--- src/rtl/dds_sweep_ctrl.sv ---
// -----------------------------------------------------------------------------
// dds_sweep_ctrl
//
// Frequency-sweep scheduler for the DDS phase-accumulator / waveform-ROM path.
// Steps freq_out from a start value to a stop value, holding each value for a
// programmed dwell time, either once (mode 0) or as a continuous triangle
// (mode 1). phase_inc is registered alongside freq_out so the accumulator and
// the display always agree.
//
// Ports
//   clk        : system clock, rising edge
//   rst_n      : synchronous active-low reset
//   cfg_we     : configuration write strobe
//   cfg_addr   : 0 = f_start, 1 = f_stop, 2 = f_step, 3 = dwell
//   cfg_wdata  : write data (frequency registers use the low FREQ_W bits)
//   start      : level-sampled sweep request (ignored while busy)
//   stop       : abort the running sweep
//   pause      : freeze the sweep while high
//   mode       : 0 = single sweep, 1 = continuous triangle (sampled at start)
//   freq_out   : current frequency in Hz
//   phase_inc  : accumulator increment, freq_out * INC_SCALE
//   busy       : sweep active, including while paused
//   dir        : 0 = heading toward f_stop, 1 = heading toward f_start
//   sweep_tick : one-cycle pulse whenever freq_out changes
//   done       : one-cycle pulse when a single sweep completes
// -----------------------------------------------------------------------------
module dds_sweep_ctrl #(
  parameter int unsigned FREQ_W    = 16,
  parameter int unsigned DWELL_W   = 24,
  parameter int unsigned INC_SCALE = 2,
  parameter int unsigned F_MIN     = 50,
  parameter int unsigned F_MAX     = 25000
) (
  input  logic               clk,
  input  logic               rst_n,
  input  logic               cfg_we,
  input  logic [1:0]         cfg_addr,
  input  logic [DWELL_W-1:0] cfg_wdata,
  input  logic               start,
  input  logic               stop,
  input  logic               pause,
  input  logic               mode,
  output logic [FREQ_W-1:0]  freq_out,
  output logic [FREQ_W+1:0]  phase_inc,
  output logic               busy,
  output logic               dir,
  output logic               sweep_tick,
  output logic               done
);

  localparam logic [FREQ_W-1:0]  FMIN_V  = FREQ_W'(F_MIN);
  localparam logic [FREQ_W-1:0]  FMAX_V  = FREQ_W'(F_MAX);
  localparam logic [FREQ_W-1:0]  ONE_F   = FREQ_W'(1);
  localparam logic [DWELL_W-1:0] ONE_D   = DWELL_W'(1);
  localparam logic [FREQ_W+1:0]  SCALE_V = (FREQ_W+2)'(INC_SCALE);

  typedef enum logic [1:0] {
    ST_IDLE,
    ST_RUN,
    ST_PAUSE
  } state_e;

  state_e              state_q, state_d;

  // Programmable configuration registers.
  logic [FREQ_W-1:0]   f_start_q, f_start_d;
  logic [FREQ_W-1:0]   f_stop_q,  f_stop_d;
  logic [FREQ_W-1:0]   f_step_q,  f_step_d;
  logic [DWELL_W-1:0]  dwell_q,   dwell_d;

  // Snapshot taken at start; the running sweep only ever looks at these.
  logic [FREQ_W-1:0]   s_start_q, s_start_d;
  logic [FREQ_W-1:0]   s_stop_q,  s_stop_d;
  logic [FREQ_W-1:0]   s_step_q,  s_step_d;
  logic [DWELL_W-1:0]  s_dwell_q, s_dwell_d;
  logic                s_mode_q,  s_mode_d;

  logic [FREQ_W-1:0]   freq_q, freq_d;
  logic [FREQ_W+1:0]   inc_q,  inc_d;
  logic [DWELL_W-1:0]  cnt_q,  cnt_d;
  logic                busy_q, busy_d;
  logic                dir_q,  dir_d;
  logic                tick_q, tick_d;
  logic                done_q, done_d;

  // Step datapath signals.
  logic [FREQ_W-1:0]   tgt_cur;
  logic                at_target;
  logic                dir_next;
  logic [FREQ_W-1:0]   tgt_next;
  logic [FREQ_W:0]     sum_w;
  logic [FREQ_W:0]     diff_w;
  logic [FREQ_W-1:0]   freq_next;

  function automatic logic [FREQ_W-1:0] clamp_freq(input logic [FREQ_W-1:0] f);
    if (f < FMIN_V)      return FMIN_V;
    else if (f > FMAX_V) return FMAX_V;
    else                 return f;
  endfunction

  // ---------------------------------------------------------------------------
  // Step computation. At the target in triangle mode the direction flips first
  // and the step is taken toward the new target in the same cycle. Sum and
  // difference are one bit wider so wrap-around is caught as overshoot.
  // ---------------------------------------------------------------------------
  always_comb begin
    tgt_cur   = dir_q ? s_start_q : s_stop_q;
    at_target = (freq_q == tgt_cur);
    dir_next  = (at_target && s_mode_q) ? ~dir_q : dir_q;
    tgt_next  = dir_next ? s_start_q : s_stop_q;
    sum_w     = {1'b0, freq_q} + {1'b0, s_step_q};
    diff_w    = {1'b0, freq_q} - {1'b0, s_step_q};

    if (freq_q == tgt_next) begin
      freq_next = freq_q;
    end else if (tgt_next > freq_q) begin
      freq_next = (sum_w > {1'b0, tgt_next}) ? tgt_next : sum_w[FREQ_W-1:0];
    end else begin
      freq_next = (diff_w[FREQ_W] || (diff_w[FREQ_W-1:0] < tgt_next))
                  ? tgt_next : diff_w[FREQ_W-1:0];
    end
  end

  // ---------------------------------------------------------------------------
  // Next-state and register update logic.
  // ---------------------------------------------------------------------------
  always_comb begin
    // NOTE: every signal gets a default before any branch so no path leaves a
    // value unassigned, which would otherwise infer a latch.
    state_d   = state_q;
    f_start_d = f_start_q;
    f_stop_d  = f_stop_q;
    f_step_d  = f_step_q;
    dwell_d   = dwell_q;
    s_start_d = s_start_q;
    s_stop_d  = s_stop_q;
    s_step_d  = s_step_q;
    s_dwell_d = s_dwell_q;
    s_mode_d  = s_mode_q;
    freq_d    = freq_q;
    cnt_d     = cnt_q;
    busy_d    = busy_q;
    dir_d     = dir_q;
    tick_d    = 1'b0;
    done_d    = 1'b0;

    // Configuration writes are accepted in any state.
    if (cfg_we) begin
      unique case (cfg_addr)
        2'd0: f_start_d = clamp_freq(cfg_wdata[FREQ_W-1:0]);
        2'd1: f_stop_d  = clamp_freq(cfg_wdata[FREQ_W-1:0]);
        2'd2: f_step_d  = (cfg_wdata[FREQ_W-1:0] == '0) ? ONE_F : cfg_wdata[FREQ_W-1:0];
        2'd3: dwell_d   = (cfg_wdata == '0) ? ONE_D : cfg_wdata;
        default: ;
      endcase
    end

    unique case (state_q)
      ST_IDLE: begin
        if (start && !stop) begin
          s_start_d = f_start_q;
          s_stop_d  = f_stop_q;
          s_step_d  = f_step_q;
          s_dwell_d = dwell_q;
          s_mode_d  = mode;
          freq_d    = f_start_q;
          cnt_d     = dwell_q - ONE_D;
          busy_d    = 1'b1;
          dir_d     = 1'b0;
          state_d   = ST_RUN;
        end
      end

      // A PAUSE cycle with pause low counts like a RUN cycle, so the hold time
      // is extended by exactly the number of cycles pause was high.
      ST_RUN, ST_PAUSE: begin
        if (stop) begin
          busy_d  = 1'b0;
          state_d = ST_IDLE;
        end else if (pause) begin
          state_d = ST_PAUSE;
        end else begin
          state_d = ST_RUN;
          if (cnt_q != '0) begin
            cnt_d = cnt_q - ONE_D;
          end else if (at_target && !s_mode_q) begin
            done_d  = 1'b1;
            busy_d  = 1'b0;
            state_d = ST_IDLE;
          end else begin
            cnt_d  = s_dwell_q - ONE_D;
            dir_d  = dir_next;
            freq_d = freq_next;
            tick_d = (freq_next != freq_q);
          end
        end
      end

      default: state_d = ST_IDLE;
    endcase

    inc_d = (FREQ_W+2)'(freq_d) * SCALE_V;
  end

  // ---------------------------------------------------------------------------
  // State registers.
  // ---------------------------------------------------------------------------
  // NOTE: sequential state uses non-blocking assignments only, so every flop
  // samples its _d value from before the edge regardless of statement order.
  // Every register here is a plain flop with a defined reset value; there is
  // no memory array that would need to be left unreset.
  always_ff @(posedge clk) begin
    if (!rst_n) begin
      state_q   <= ST_IDLE;
      f_start_q <= FMIN_V;
      f_stop_q  <= FMAX_V;
      f_step_q  <= ONE_F;
      dwell_q   <= ONE_D;
      s_start_q <= FMIN_V;
      s_stop_q  <= FMAX_V;
      s_step_q  <= ONE_F;
      s_dwell_q <= ONE_D;
      s_mode_q  <= 1'b0;
      freq_q    <= FMIN_V;
      inc_q     <= (FREQ_W+2)'(FMIN_V) * SCALE_V;
      cnt_q     <= '0;
      busy_q    <= 1'b0;
      dir_q     <= 1'b0;
      tick_q    <= 1'b0;
      done_q    <= 1'b0;
    end else begin
      state_q   <= state_d;
      f_start_q <= f_start_d;
      f_stop_q  <= f_stop_d;
      f_step_q  <= f_step_d;
      dwell_q   <= dwell_d;
      s_start_q <= s_start_d;
      s_stop_q  <= s_stop_d;
      s_step_q  <= s_step_d;
      s_dwell_q <= s_dwell_d;
      s_mode_q  <= s_mode_d;
      freq_q    <= freq_d;
      inc_q     <= inc_d;
      cnt_q     <= cnt_d;
      busy_q    <= busy_d;
      dir_q     <= dir_d;
      tick_q    <= tick_d;
      done_q    <= done_d;
    end
  end

  assign freq_out   = freq_q;
  assign phase_inc  = inc_q;
  assign busy       = busy_q;
  assign dir        = dir_q;
  assign sweep_tick = tick_q;
  assign done       = done_q;

endmodule

--- config.mk ---
export PLATFORM = sky130hd
export DESIGN_NAME = dds_sweep_ctrl
export DESIGN_NICKNAME = d
export VERILOG_FILES = /design/src/rtl/dds_sweep_ctrl.sv
export SDC_FILE = /design/constraint.sdc
export NUM_CORES = 1
export LEC_CHECK = 0
export ABC_AREA = 0
export CAP_MARGIN = 20
export CORE_MARGIN = 2
export CORE_UTILIZATION = 40
export DETAILED_ROUTE_END_ITERATION = 7
export SYNTH_ARGS = -nofsm -noshare
export SYNTH_HDL_FRONTEND = slang
export SYNTH_SLANG_ARGS = --single-unit
export TNS_END_PERCENT = 1
--- constraint.sdc ---
create_clock -name clk -period 10.3 [get_ports clk]
set_clock_uncertainty 0.05 [all_clocks]
set_input_delay 2.06 -clock clk [delete_from_list [all_inputs] [get_ports clk]]
set_output_delay 2.06 -clock clk [all_outputs]
set_load 0.01 [all_outputs]
After elaboration in Yosys (flattened, before gate mapping)
Cells that the tools add are included.
- register bits after elaboration: 193
- latch bits: 0
- bits in writable memories: 0
- memory bits (read-only): 0
- input bits: 33
- memories kept: 0
- add/sub/neg operators: 5
- multipliers: 0
- div/mod/pow operators: 0
- $lt $le $gt $ge: 5
- eq/ne operators: 17
- shift-type cells: 0
- mux-type cells: 42
- bitwise gates (word level): 3
- reduce and logical (&&, ||, !) cells: 23
- operators with widths (kind ; count):
    $mux W16 ; 14
    $mux W24 ; 6
    $sub A24 B1 Y24 const B ; 3
    $pmux W24 S2 ; 1
    $eq A16 B16 Y1 ; 2
    $pmux W16 S2 ; 1
    $logic_not A24 Y1 ; 1
    $reduce_bool A24 Y1 ; 1
    $add A16 B16 Y17 ; 1
    $gt A17 B16 Y1 ; 1
    $sub A16 B16 Y17 ; 1
    $gt A16 B15 Y1 const B ; 1
    $gt A16 B16 Y1 ; 1
    $logic_not A16 Y1 ; 1
    $lt A16 B16 Y1 ; 1
    $lt A16 B6 Y1 const B ; 1
    $ne A16 B16 Y1 ; 1
    $mux W1 ; 14
    $ne A3 B3 Y1 const B ; 4
    $ne A2 B2 Y1 const B ; 5
    $reduce_and A2 Y1 ; 5
    $reduce_and A5 Y1 ; 2
    $eq A2 B2 Y1 const B ; 3
    $mux W2 ; 3
    other kinds (13) ; 21

Depth between registers and ports, before layout
Gate-level depths: netlist of the first run.
- depth after elaboration: 15
- depth in mapped cells: 28
- depth with buffers taken out: 27

Worst setup path after synthesis of the first run
No wires, ideal clock.
- kind: flip-flop to flip-flop
- start: reg dir_q (netlist: dir)
- end: reg tick_q (netlist: sweep_tick)
- library setup time: 120 ps
- arrival: 5568 ps
- path slack: 4562 ps
- cell stages (with the launch flop): 27
- cell sequence: dfxtp_1 > buf_6 > buf_6 > mux2i_1 > xnor2_1 > nor4_2 > nand4_2 > nor2_2 > xnor2_1 > buf_2 > mux2_2 > inv_1 > ha_1 > nand3_1 > nor2_1 > and3_1 > and4_1 > a311oi_1 > nand3_1 > o21bai_1 > clkbuf_1 > nor2_1 > a211o_1 > o2bb2ai_1 > nor4_1 > a41oi_1 > o31a_1
- cells in the longest elaborated chain, start to end: 11
- RTL lines (item ; line ; text):
    from (decl) ; 82 ; logic dir_q, dir_d;
    from (signal assigned) ; 246 ; dir_q <= dir_d;
    $mux W16 ; 107 ; tgt_cur = dir_q ? s_start_q : s_stop_q;
    $eq A16 B16 Y1 ; 108 ; at_target = (freq_q == tgt_cur);
    $logic_and A1 B1 Y1 ; 109 ; dir_next = (at_target && s_mode_q) ? ~dir_q : dir_q;
    $mux W1 ; 109 ;
    $mux W16 ; 110 ; tgt_next = dir_next ? s_start_q : s_stop_q;
    $lt A16 B16 Y1 ; 119 ; freq_next = (diff_w[FREQ_W] || (diff_w[FREQ_W-1:0] < tgt_next))
    $logic_or A1 B1 Y1 ; 119 ;
    $mux W16 ; 120 ; ? tgt_next : diff_w[FREQ_W-1:0];
    $mux W16 ; 116 ; end else if (tgt_next > freq_q) begin
    $mux W16 ; 114 ; if (freq_q == tgt_next) begin
    $ne A16 B16 Y1 ; 194 ; tick_d = (freq_next != freq_q);
    to (signal assigned) ; 247 ; tick_q <= tick_d;
    to (decl) ; 83 ; logic tick_q, tick_d;
Several ways; a longest one is shown, not always the timed one.
A chain may end at the register's enable or synchronous reset.

Final worst setup path of the first run
Ends and elaborated chain as after synthesis.

==> results of run 1 <==
## power groups by stage
stage	sequential (W)	combinational [W]	clock (W)
2_1_floorplan	0.000813	0.000456	0
3_3_place_gp	0.000830	0.000670	0
3_5_place_dp	0.000831	0.000663	0
4_1_cts	0.000814	0.000667	0.000676
5_1_grt	0.000818	0.000730	0.000704
6_report	0.000815	0.000685	0.000668
## cell usage in the layout (no fill, tap or decap), types with 9 or more instances in the layout
cell / instances
nand3_1: 49
nand4_1: 16
a21oi_1: 225
a21o_1: 19
o21ai_0: 41
xor2_1: 12
buf_4: 19
dfxtp_1: 191
nand2_1: 293
clkbuf_16: 17
nor4_1: 13
mux2i_1: 38
o211ai_1: 15
nor2b_1: 18
a211oi_1: 37
mux2_2: 9
xnor2_1: 52
inv_1: 83
and3_1: 9
a31oi_1: 10
clkdlybuf4s50_1: 68
ha_1: 80
nor2_1: 132
nor3_1: 24
## cell type report
class | count | area, sq um
Clock inverter | 11 | 133
Sequential cell | 191 | 3820
Clock buffer | 19 | 443
Multi-Input combinational cell | 1242 | 7580
Timing Repair Buffer | 89 | 850
Inverter | 86 | 325
Fill cell | 3051 | 16200
Tap cell | 390 | 488
## per-stage QoR
stage / area (sq um) / std cells / hold slack, ns
after floorplan: 12200 / 1625 / 0.377
after global placement: 13000 / 1996 / 0.388
after detailed placement: 13000 / 1996 / 0.396
after CTS: 13600 / 2026 / 0.406
after global routing: 13600 / 2028 / 0.422
final: 13600 / 2028 / 0.406
## how the worst max path moves through the flow
| stage | startpoint | endpoint | slack, ns |
|---|---|---|---|
| 2_1_floorplan | dir$_SDFFE_PN0P_ | sweep_tick$_SDFF_PP0_ | 4.56 |
| 3_3_place_gp | dir$_SDFFE_PN0P_ | sweep_tick$_SDFF_PP0_ | 3.12 |
| 3_5_place_dp | dir$_SDFFE_PN0P_ | sweep_tick$_SDFF_PP0_ | 3.19 |
| 4_1_cts | dir$_SDFFE_PN0P_ | sweep_tick$_SDFF_PP0_ | 3.12 |
| 5_1_grt | dir$_SDFFE_PN0P_ | sweep_tick$_SDFF_PP0_ | 2.64 |
| 6_report | dir$_SDFFE_PN0P_ | sweep_tick$_SDFF_PP0_ | 3.01 |
## cell families after synthesis
group	after synthesis	share of synthesized area
simple gates	605	0.221
fa+ha+maj	82	0.0854
compound gates	441	0.226
mux	47	0.0395
flops	191	0.314
xor+xnor	65	0.0467
buf+inv	192	0.0667
other cells	1	0.000308
## routing by layer
metal  global-route usage  wire, um  up-vias
li1                     -         -     5685
met1                0.411     21200     5603
met2                0.406     18900      471
met3               0.0399      2880       76
met4                0.104      1420        0
met5                    0         0        -
## flip-flops by register name, indices dropped and copies added (netlist names)
name,cells
dir,1
f_stop_q,16
phase_inc,16
done,1
s_stop_q,16
f_start_q,16
f_step_q,16
cnt_q,24
sweep_tick,1
s_step_q,16
dwell_q,24
s_start_q,16
state_q,2
s_dwell_q,24
busy,1
s_mode_q,1
## critical path, stage by stage (launching register included)
cell	delay, ns
dfxtp_1	0.31
buf_4	0.39
mux2i_1	0.27
xnor2_1	0.10
nor4_2	0.40
nand4_2	0.31
nor2_2	0.30
xnor2_2	0.13
buf_4	0.32
mux2i_1	0.79
ha_1	0.28
nand3_1	0.10
nor2_1	0.20
and3_1	0.24
nand4_1	0.15
a2111oi_0	0.39
a311oi_1	0.10
nand3_1	0.14
o21bai_1	0.08
buf_4	0.20
nor3_1	0.74
a221oi_2	0.20
xnor2_1	0.17
a211oi_1	0.30
a41oi_1	0.15
o31a_1	0.32
==> metrics, run 1 <==
critical path required time 10.58 ns; root buffer cell clkbuf_16; Initial Util 0.409; reg2reg path depth 25; Total Power 0.00217 W; Worst Setup Slack, final 3.01 ns; # Max-Cap Violations 0; Critical Path Sink Type register; sw frac 0.360; routability cong. 0.993; maximum clock path buffer count 2; Flop pwr share 0.376; TritonCTS clock tree yes; Final setup violation count 0; vias in the first global route 10,600; FF-to-FF End sweep_tick$_SDFF_PP0_; Primary FF master, synth dfxtp_1; Post-synth top cells nand2_1 (293), a21oi_1 (225), dfxtp_1 (191); area leader, netlist dfxtp_1; # IOs 71; internal reg-to-reg setup slack 3.01 ns; Post-CTS Hold Fix Bufs 0; IO Port Bufs 68; Total GRT Usage 0.278; synth top area cells dfxtp_1 (31%), a21oi_1 (9.2%), nand2_1 (9.0%); syn avg cell area 7.50 sq um; EDFF count, synth 0; share of total power in combinational logic 0.316; clk_lat worst skew 0.44 ns; HPWL after detailed placement 32,900 um; Synth Instances 1,624; status complete, no violations; first-pass GRT wire length 66,100 um; count leader, synth nand2_1; HP Class reg -> reg; GRT overflow 0; Peak supply drop 0.0000943 V; crit path DAT 7.57 ns; Setup TNS 0 ns; pre-CTS setup slack 3.19 ns; internal power 0.00139 W; crit path time final 7.29 ns; Yosys warning count 0; reg-to-reg startpoint dir$_SDFFE_PN0P_; clock group share of total power 0.308; Yosys reg bits 191; fmax 137 MHz; critical path type reg -> reg; routed len/inst 21.9 um; initial antenna violation count 0; Util after Layout 0.458; hold path endpoint f_stop_q[10]$_SDFFE_PN0P_; clock-pin slew on the worst setup and hold paths 0.08 ns; # resized after CTS 0; Detail Route Antenna Nets 0; Mapped Area 0.0122 sq mm; Via Count 11,800; share of the synthesized area in the top cell type 0.314; Leakage 5.19 nW; Die Span Y 179 um; die width 179 um; Least-Margin Pin Slew 0.994 ns; Hold Path Cell Cnt 2; initial drt markers 1,032; CTS Sinks 191; core area 0.0298 sq mm; die area 0.0319 sq mm; residual DRC count 0; final hold vios 0; Max Fanout on Critical Path 32; asr flop ratio synth 0; Cell Rows 63; Nets 1,742; Post-CTS Setup Inserts 0; period utilization 0.708; Worst Min Path Start f_stop_q[10]$_SDFFE_PN0P_; sequential share of the synthesized area 0.314; Power Density 159 mW/mm^2; RSZ-0062 raised after global routing no; number of H-tree levels 4; share of cells above drive strength 1 0.0549; largest net degree at the start of global routing 85; P_sw 0.000781 W; startpoint types register; DRT Wirelength 44,400 um; Area Overhead vs Synth 11.9%; Vias per Instance 5.84; cts bufs inserted 17; diode count 0; Max Slew Vio Count 0; Slew headroom 0.333; Synth cell types 81; Initial DRT Pass Iterations 5
Note: power is estimated with default switching activity, not from simulation.
==> run 2, diff against run 1 <==
==> constraint.sdc (replaced) <==
create_clock -name clk -period 6.3 [get_ports clk]
set_clock_uncertainty 0.05 [all_clocks]
set_input_delay 1.26 -clock clk [delete_from_list [all_inputs] [get_ports clk]]
set_output_delay 1.26 -clock clk [all_outputs]
set_load 0.01 [all_outputs]
==> run 2 against run 1 <==
Against the previous run:
- count of clock-buffer cells in the layout shrank 2
- sequential power grew 61%
- die area is the same
- largest power group unchanged
- largest cell class unchanged
- power grew 71%
- combinational power grew 85%
- critical path depth grew 2
- global-route usage shrank 0.88 points
- worst hold slack lost 0.00067 ns
- via count grew 1.0%
==> metrics, run 2 (synthesized netlist as in run 1, its figures left out) <==
Fillers 2,997 (was 3,051); # IOs 71 (unchanged); Post-CTS Hold Fix Bufs 0 (unchanged); critical path required time 6.58 ns (was 10.58 ns); die area 0.0319 sq mm (unchanged); routed len/inst 20.4 um (was 21.9 um); Nets 1,813 (was 1,742); GRT overflow 0 (unchanged); core area 0.0298 sq mm (unchanged); dpl cells 2,068 (was 1,996); top flop regs cnt_q x24, dwell_q x24, s_dwell_q x24 (unchanged); initial antenna violation count 0 (unchanged); Peak supply drop 0.000209 V (was 0.0000943 V); Die Span Y 179 um (unchanged); commonest non-fill, non-tap cell in the layout nand2_1 (unchanged); Max Slew Vio Count 0 (unchanged); HPWL after detailed placement 32,500 um (was 32,900 um); crit path DAT 6.29 ns (was 7.57 ns); Setup TNS 0 ns (unchanged); routability cong. 1.03 (was 0.993); largest net degree at the start of global routing 93 (was 85); final hold vios 0 (unchanged); Least-Margin Pin Slew 1.07 ns (was 0.994 ns); Initial DRT Pass Iterations 6 (was 5); Vias per Instance 5.69 (was 5.84); crit path time final 6.00 ns (was 7.29 ns); DRT Wirelength 42,900 um (was 44,400 um); area of the multi-input gates 0.00770 sq mm (was 0.00758 sq mm); startpoint types register (unchanged); maximum clock path buffer count 2 (unchanged); Via Count 12,000 (was 11,800); root buffer cell clkbuf_16 (unchanged); status complete, no violations (unchanged); CTS Sinks 191 (unchanged); clk_lat worst skew 0.44 ns (about the same); initial drt markers 1,121 (was 1,032); Post-CTS Setup Inserts 0 (unchanged); Cell Rows 63 (unchanged); Final setup violation count 0 (unchanged); Util after Layout 0.482 (was 0.458); # Max-Cap Violations 0 (unchanged); clock-pin slew on the worst setup and hold paths 0.08 ns (about the same); Max Fanout on Critical Path 7 (was 32); Leakage 5.60 nW (was 5.19 nW); fmax 167 MHz (was 137 MHz); cts bufs inserted 17 (unchanged); Power Density 258 mW/mm^2 (was 159 mW/mm^2); critical path type reg -> reg (unchanged); number of H-tree levels 4 (unchanged); Area Overhead vs Synth 17.8% (was 11.9%); Critical Path Sink Type register (unchanged); RSZ-0062 raised after global routing no (unchanged); Total Power 0.00370 W (was 0.00217 W); non-filler cells, final 2,102 (was 2,028); residual DRC count 0 (unchanged); HP Class reg -> reg (unchanged); Initial Util 0.409 (unchanged); share of cells above drive strength 1 0.105 (was 0.0549); first-pass GRT wire length 65,400 um (was 66,100 um); TritonCTS clock tree yes (unchanged); Slew headroom 0.288 (was 0.333); period utilization 0.953 (was 0.708); Total GRT Usage 0.269 (was 0.278); vias in the first global route 11,000 (was 10,600); IO Port Bufs 68 (unchanged); Detail Route Antenna Nets 0 (unchanged); most used cells in the layout excluding fill and tap cells nand2_1 (293), a21oi_1 (223), dfxtp_1 (191) (was nand2_1 (293), a21oi_1 (225), dfxtp_1 (191)); die width 179 um (unchanged); storage element area 0.00382 sq mm (unchanged)
## run 2: cell types whose count changed in the layout (fill, tap and decap cells not counted), sizes merged
cell and delta:
buf +71, diode +1, inv +9, clkinvlp -2
bufinv -1, clkbuf -2, clkinv -2
## run 2: layer usage
metal  global-route usage  wire length, um  vias up
met3               0.0592             2940       89
met5                    0                0        -
met4                0.113             1560        0
li1                     -                -     5831
met1                0.375            19900     5622
met2                0.399            18500      415
## run 2: stage by stage
stage / setup slack, ns / area [sq um] / hold WS, ns
floorplan: 0.562 / 12200 / 0.377
global placement: 0.124 / 13600 / 0.388
detailed placement: 0.106 / 13600 / 0.395
CTS: 0.0723 / 14200 / 0.405
global route: 0.0310 / 14400 / 0.427
finish: 0.296 / 14400 / 0.405
## run 2: layout make-up
| cell class | count | area share |
|---|---|---|
| Antenna cell | 1 | 0.000174 |
| Clock buffer | 17 | 0.0296 |
| Clock inverter | 15 | 0.0126 |
| Inverter | 86 | 0.0227 |
| Multi-Input combinational cell | 1242 | 0.536 |
| Sequential cell | 191 | 0.266 |
| Tap cell | 390 | 0.0340 |
| Timing Repair Buffer | 160 | 0.0981 |
## run 2: power by group
group	switching, W	total [W]	internal, W
logic	0.000757	0.00127	0.000516
clock network	0.000548	0.00112	0.000577
registers	0.0000483	0.00131	0.00126
total	0.00135	0.00370	0.00235
## run 2: repair_timing
item / in CTS / in global routing
hold endpoints to repair: 0 / 0
endpoints found under the setup margin: 0 / 6
gates resized for setup: 0 / 25
## run 2: critical path, cell delays in order (launching register included)
cell and delay (ns):
dfxtp_1 0.33, buf_4 0.18, ha_1 0.29, nand2b_1 0.10
a21oi_1 0.08, o21ai_0 0.38, a21oi_1 0.19, o2111ai_1 0.29
a31oi_1 0.18, a21oi_1 0.21, o21bai_1 0.09, xnor2_1 0.40
ha_1 0.33, nand3_1 0.10, nor2_1 0.08, buf_4 0.14
and3_1 0.19, and4_1 0.23, a311oi_1 0.25, nand3_1 0.16
o21ba_2 0.28, nand2_1 0.17, buf_4 0.17, o211ai_1 0.09
a32o_1 0.29, nor4_1 0.22, a41oi_1 0.14, o31a_1 0.28
## run 2: final timing paths
check                                               start                       end  slack, ns  depth (start not counted)
worst min register to register   f_stop_q[6]$_SDFFE_PN0P_  s_stop_q[6]$_SDFFE_PN0P_       0.41                          2
worst max register to register  phase_inc[2]$_SDFFE_PN1P_     sweep_tick$_SDFF_PP0_       0.30                         27
worst max-delay path            phase_inc[2]$_SDFFE_PN1P_     sweep_tick$_SDFF_PP0_       0.30                         27
worst min-delay path             f_stop_q[6]$_SDFFE_PN0P_  s_stop_q[6]$_SDFFE_PN0P_       0.41                          2
